==> src/rtl/mem_arb_pkg.sv <==
// Shared types for the memory port arbiter: FSM states, port ids and lane count.
package mem_arb_pkg;

  localparam int DATA_W_DEFAULT = 32;
  localparam int BE_W = DATA_W_DEFAULT / 8;

  typedef enum logic [2:0] {
    IDLE    = 3'd0,
    RD      = 3'd1,
    RESP    = 3'd2,
    RMW_RD  = 3'd3,
    RMW_MRG = 3'd4,
    WR      = 3'd5,
    DONE    = 3'd6
  } state_t;

  typedef enum logic {
    PORT_I = 1'b0,
    PORT_D = 1'b1
  } port_t;

endpackage

==> src/rtl/mem_byte_merge.sv <==
// Per-lane merge for partial stores: enabled lanes take the new byte, others keep the old one.
module mem_byte_merge #(
  parameter int DATA_W = 32
) (
  input  logic [DATA_W-1:0]   old_word,
  input  logic [DATA_W-1:0]   new_word,
  input  logic [DATA_W/8-1:0] be,
  output logic [DATA_W-1:0]   merged
);

  always_comb begin
    merged = old_word;
    for (int i = 0; i < DATA_W / 8; i++) begin
      if (be[i]) merged[i*8 +: 8] = new_word[i*8 +: 8];
    end
  end

endmodule

==> src/rtl/mem_port_arbiter.sv <==
// Shares one single-port synchronous RAM between an instruction-fetch port and a data port,
// with round-robin arbitration and read-modify-write for byte-enabled stores.
module mem_port_arbiter
  import mem_arb_pkg::*;
#(
  parameter int ADDR_W = 12,
  parameter int DATA_W = 32
) (
  input  logic                clk,
  input  logic                rst_n,
  input  logic                i_req,
  input  logic [ADDR_W-1:0]   i_addr,
  output logic                i_ack,
  output logic [DATA_W-1:0]   i_rdata,
  input  logic                d_req,
  input  logic                d_we,
  input  logic [DATA_W/8-1:0] d_be,
  input  logic [ADDR_W-1:0]   d_addr,
  input  logic [DATA_W-1:0]   d_wdata,
  output logic                d_ack,
  output logic [DATA_W-1:0]   d_rdata,
  output logic                ram_wea,
  output logic [ADDR_W-1:0]   ram_addra,
  output logic [DATA_W-1:0]   ram_dina,
  input  logic [DATA_W-1:0]   ram_douta
);

  state_t              state;
  port_t               rr_last;
  port_t               gnt;
  port_t               pick;
  logic [DATA_W/8-1:0] lat_be;
  logic [DATA_W-1:0]   lat_wdata;
  logic [DATA_W-1:0]   merged;

  // Round robin only matters when both ports ask in the same IDLE cycle.
  always_comb begin
    pick = PORT_I;
    if (i_req && d_req) pick = (rr_last == PORT_I) ? PORT_D : PORT_I;
    else if (d_req)     pick = PORT_D;
  end

  mem_byte_merge #(.DATA_W(DATA_W)) u_merge (
    .old_word (ram_douta),
    .new_word (lat_wdata),
    .be       (lat_be),
    .merged   (merged)
  );

  always_ff @(posedge clk or negedge rst_n) begin
    if (!rst_n) begin
      state     <= IDLE;
      rr_last   <= PORT_D;
      gnt       <= PORT_I;
      lat_be    <= '0;
      lat_wdata <= '0;
      i_ack     <= 1'b0;
      d_ack     <= 1'b0;
      i_rdata   <= '0;
      d_rdata   <= '0;
      ram_wea   <= 1'b0;
      ram_addra <= '0;
      ram_dina  <= '0;
    end else begin
      case (state)
        IDLE: begin
          if (i_req || d_req) begin
            gnt     <= pick;
            rr_last <= pick;
            if (pick == PORT_I) begin
              ram_addra <= i_addr;
              ram_wea   <= 1'b0;
              state     <= RD;
            end else begin
              ram_addra <= d_addr;
              lat_be    <= d_be;
              lat_wdata <= d_wdata;
              if (!d_we) begin
                ram_wea <= 1'b0;
                state   <= RD;
              end else if (&d_be) begin
                ram_dina <= d_wdata;
                ram_wea  <= 1'b1;
                state    <= WR;
              end else if (|d_be) begin
                ram_wea <= 1'b0;
                state   <= RMW_RD;
              end else begin
                d_ack <= 1'b1;
                state <= DONE;
              end
            end
          end
        end
        RD:     state <= RESP;
        RESP: begin
          if (gnt == PORT_I) begin
            i_rdata <= ram_douta;
            i_ack   <= 1'b1;
          end else begin
            d_rdata <= ram_douta;
            d_ack   <= 1'b1;
          end
          state <= DONE;
        end
        RMW_RD: state <= RMW_MRG;
        RMW_MRG: begin
          ram_dina <= merged;
          ram_wea  <= 1'b1;
          state    <= WR;
        end
        WR: begin
          ram_wea <= 1'b0;
          d_ack   <= 1'b1;
          state   <= DONE;
        end
        DONE: begin
          i_ack <= 1'b0;
          d_ack <= 1'b0;
          state <= IDLE;
        end
        default: state <= IDLE;
      endcase
    end
  end

endmodule
==> config.mk <==
export PLATFORM = sky130hd
export DESIGN_NAME = mem_port_arbiter
export DESIGN_NICKNAME = d
export VERILOG_FILES = /design/src/rtl/mem_arb_pkg.sv /design/src/rtl/mem_byte_merge.sv /design/src/rtl/mem_port_arbiter.sv
export SDC_FILE = /design/constraint.sdc
export NUM_CORES = 1
export LEC_CHECK = 0
export ABC_AREA = 1
export CORE_ASPECT_RATIO = 2
export CORE_UTILIZATION = 40
export DETAILED_ROUTE_END_ITERATION = 10
export GPL_TIMING_DRIVEN = 0
export PLACE_DENSITY = 0.69
export SYNTH_ARGS = -nofsm -noshare
export SYNTH_HDL_FRONTEND = slang
export SYNTH_SLANG_ARGS = --single-unit
export TNS_END_PERCENT = 100
==> constraint.sdc <==
create_clock -name clk -period 1.7 [get_ports clk]
set_clock_uncertainty 0.05 [all_clocks]
set_input_delay 0.17 -clock clk [delete_from_list [all_inputs] [get_ports clk]]
set_output_delay 0.17 -clock clk [all_outputs]
set_load 0.05 [all_outputs]
==> summary.txt <==
Outcome
  • Status: complete, no violations

STA
  • Hold Slack: 0.269 ns
  • Fin. Hold Viols: 0
  • Final Cycle Share: 0.942
  • Worst Max-Slew Pin Slew: 0.679 ns
  • Fmax: 624 MHz
  • Setup Viol. Count Final: 0
  • Final setup margin: 0.0980 ns
  • Post-layout minimum cycle time: 1.60 ns
  • Max-Slew Margin vs Limit: 0.547
  • Pins Over Slew Limit: 0

Place
  • Pre-CTS WS: -0.316 ns
  • Final Wtd Congestion: 0.820
  • Placed wire-length estimate: 15.6 mm
  • PortBufs: 207

Detailed routing
  • First-pass DRT Iterations: 5
  • WL/cell: 16.3 microns
  • Antenna-violating nets left: 0
  • Detailed Route WL: 20.5 mm
  • Total number of vias: 6,195
  • Residual DRC: 0
  • Iter 0 DRT Violations: 333
  • Via density: 4.95

Logic synthesis
  • Synthesized cell area: 0.00667 sq mm
  • Post-Syn Instances: 804
  • Seq/Total Area, Yosys: 0.570
  • Yosys cell types: 25
  • Syn Nets: 901
  • Ys Warns: 0
  • Seq cells post-synth: 152
  • Avg Inst Size Synth: 8.30 sq um

Clock network
  • Root Driver: clkbuf_16
  • H-tree depth: 4
  • Clock Path Buffers: 2
  • Sink Count: 152
  • CTS tree: yes
  • Later-pin clock latency in the skew report: 0.42 ns
  • Num CTS Buffers: 17
  • Clock slew at reported path FFs: 0.06 ns

Critical path
  • Crit. End Element: flip-flop
  • Worst EP arrival: 1.85 ns
  • Crit path kind: flip-flop to flip-flop
  • CP startpoint kind: flip-flop
  • Crit path max fanout: 10
  • RR Startpoint: state[1]$_DFFE_PN0N_
  • Worst-case reg-to-reg path depth: 8
  • Critical Path RT: 1.94 ns
  • R2r endpoint: lat_wdata[13]$_DFFE_PN0P_
  • Reg2reg setup slack: 0.1 ns

Floorplanning
  • Effective utilization at floorplan: 0.410
  • Die area: 0.0172 sq mm
  • DIE HEIGHT: 185 microns
  • Core ar.: 0.0163 sq mm
  • Die Span X: 93.3 microns
  • Std cell rows: 66
  • Top-level I/O count: 208

Pwr
  • Switching Power: 11.1 mW
  • Clock power frac: 0.176
  • Internal Power: 10.8 mW
  • Comb power frac: 0.534
  • Power density over the cells: 2280 mW/mm^2
  • Net Sw Frac: 0.506
  • Flop pwr share: 0.289
  • Leakage: 4.81 nW
  • Peak supply drop: 1.05 mV

Cells and area
  • Area growth, synth to finish: 43.7%
  • Layout cells sized above 1: 0.0926
  • Nets@finish: 1,131

Global route
  • Vias in the first global route: 6,339
  • Antenna violations before repair: 1
  • First-pass GRT wire length: 32.6 mm
  • Gr usage total: 0.251
  • Largest net degree at the start of global routing: 84
  • GRT overflow: 0

Flow run
  • Max-cap violations: 0

Hold path
  • Worst hold path type: primary input to asynchronous set/reset pin
power groups by stage:
stage | clock [mW] | sequential (mW) | combinational, mW
after detailed placement | 0 | 6.43 | 12.5
final | 3.85 | 6.33 | 11.7
after global routing | 4.07 | 6.52 | 12.6
after CTS | 3.89 | 6.32 | 11.6
after global placement | 0 | 6.37 | 12.3
after floorplan | 0 | 10.9 | 3.59
placed cells by master (no fill, tap or decap), drive strengths merged:
cell             n
dlygate4sd3      1
clkinv           3
xnor2            1
bufinv           2
dlygate4sd2    111
nand4            2
o21a             1
o211ai           1
a21oi            3
buf             30
dfrtp          151
dfstp            1
o21ai          200
clkinvlp         3
clkdlybuf4s50   95
nand2          254
diode            1
nand3           45
inv             77
clkbuf          42
nor2            24
layout make-up:
cell class,instances,area [sq um]
Tap cell,204,255
Timing Repair Buffer,211,1990
Sequential cell,152,3810
Inverter,71,269
Clock inverter,14,163
Antenna cell,1,2.50
Fill cell,1493,6680
Buffer,50,287
Multi-Input combinational cell,531,2380
Clock buffer,18,439
routing by layer:
layer / wire (microns) / part of all wire / GRT usage
met1: 7210 / 0.35 / 0.254
met2: 11600 / 0.57 / 0.475
met3: 853 / 0.042 / 0.0536
met4: 799 / 0.039 / 0.121
met5: 0 / 0 / 0
how the worst max path moves through the flow:
stage | startpoint | endpoint | slack, ns
floorplan | rr_last$_DFFE_PN1P_ | ram_addra[10]$_DFFE_PN0P_ | 0.32
global placement | rst_n | d_rdata[11]$_DFFE_PN0P_ | -5.83
detailed placement | i_req | ram_dina[20]$_DFFE_PN0P_ | -0.32
finish | state[1]$_DFFE_PN0N_ | lat_wdata[13]$_DFFE_PN0P_ | 0.1
CTS | lat_be[1]$_DFFE_PN0P_ | ram_dina[11]$_DFFE_PN0P_ | 0.02
global route | state[1]$_DFFE_PN0N_ | ram_addra[4]$_DFFE_PN0P_ | -0.005
Yosys cell counts:
cell type	instances	share of area
a21oi_1	2	0.0015
a21oi_2	1	0.0013
buf_2	24	0.018
buf_4	3	0.0034
buf_6	2	0.0034
clkbuf_1	21	0.012
dfrtp_1	151	0.57
dfstp_2	1	0.0039
inv_1	67	0.038
inv_2	4	0.0022
nand2_1	252	0.14
nand2_2	1	0.00094
nand2_4	1	0.0017
nand3_1	44	0.033
nand3_2	1	0.0015
nand4_1	2	0.0019
nor2_1	20	0.011
nor2_2	3	0.0028
nor2_4	1	0.0017
o211ai_1	1	0.0011
o21a_1	1	0.0011
o21ai_0	149	0.11
o21ai_1	50	0.037
o21ai_2	1	0.0013
xnor2_1	1	0.0013
critical path: stages, from the launching register on:
cell and delay (ns):
dfrtp_2 0.45, inv_2 0.11, nand2_2 0.09, nor2_2 0.14
buf_6 0.16, nand2_4 0.09, clkbuf_4 0.21, nand2_1 0.08
o21ai_0 0.08
through the flow:
step            TNS, ns  instances   util  total power [mW]  area, sq um
2_1_floorplan         0        804      -              14.4         6670
3_5_place_dp     -14.49       1216  0.555              18.9         9030
6_report              0       1252  0.590              21.9         9590
3_3_place_gp    -897.39       1215  0.553              18.7         9000
4_1_cts               0       1249  0.585              21.8         9520
5_1_grt        -0.00783       1252  0.590              23.2         9590
cells by family after synthesis:
family                    count (synthesis)  synth area share
xor gates and xnor gates                  1           0.00131
AOI/OAI and AO/OA                       205             0.156
and+or+nand+nor                         325             0.196
buffers and inverters                   121            0.0765
DFF                                     152             0.570
state kept, by name, indices dropped and copies added (netlist names):
register / cells
d_ack: 1
d_rdata: 32
gnt: 1
i_ack: 1
i_rdata: 32
lat_be: 4
lat_wdata: 32
ram_addra: 12
ram_dina: 32
ram_wea: 1
rr_last: 1
state: 3
what timing repair did:
| item | in CTS | in global routing |
|---|---|---|
| gates resized for setup | 117 | 38 |
| hold buffers | 1 | 0 |
| setup endpoints to repair | 153 | 123 |
| setup buffers | 0 | 2 |
| endpoints found under the hold margin | 68 | 0 |
Note: power is estimated with default switching activity, not from simulation.
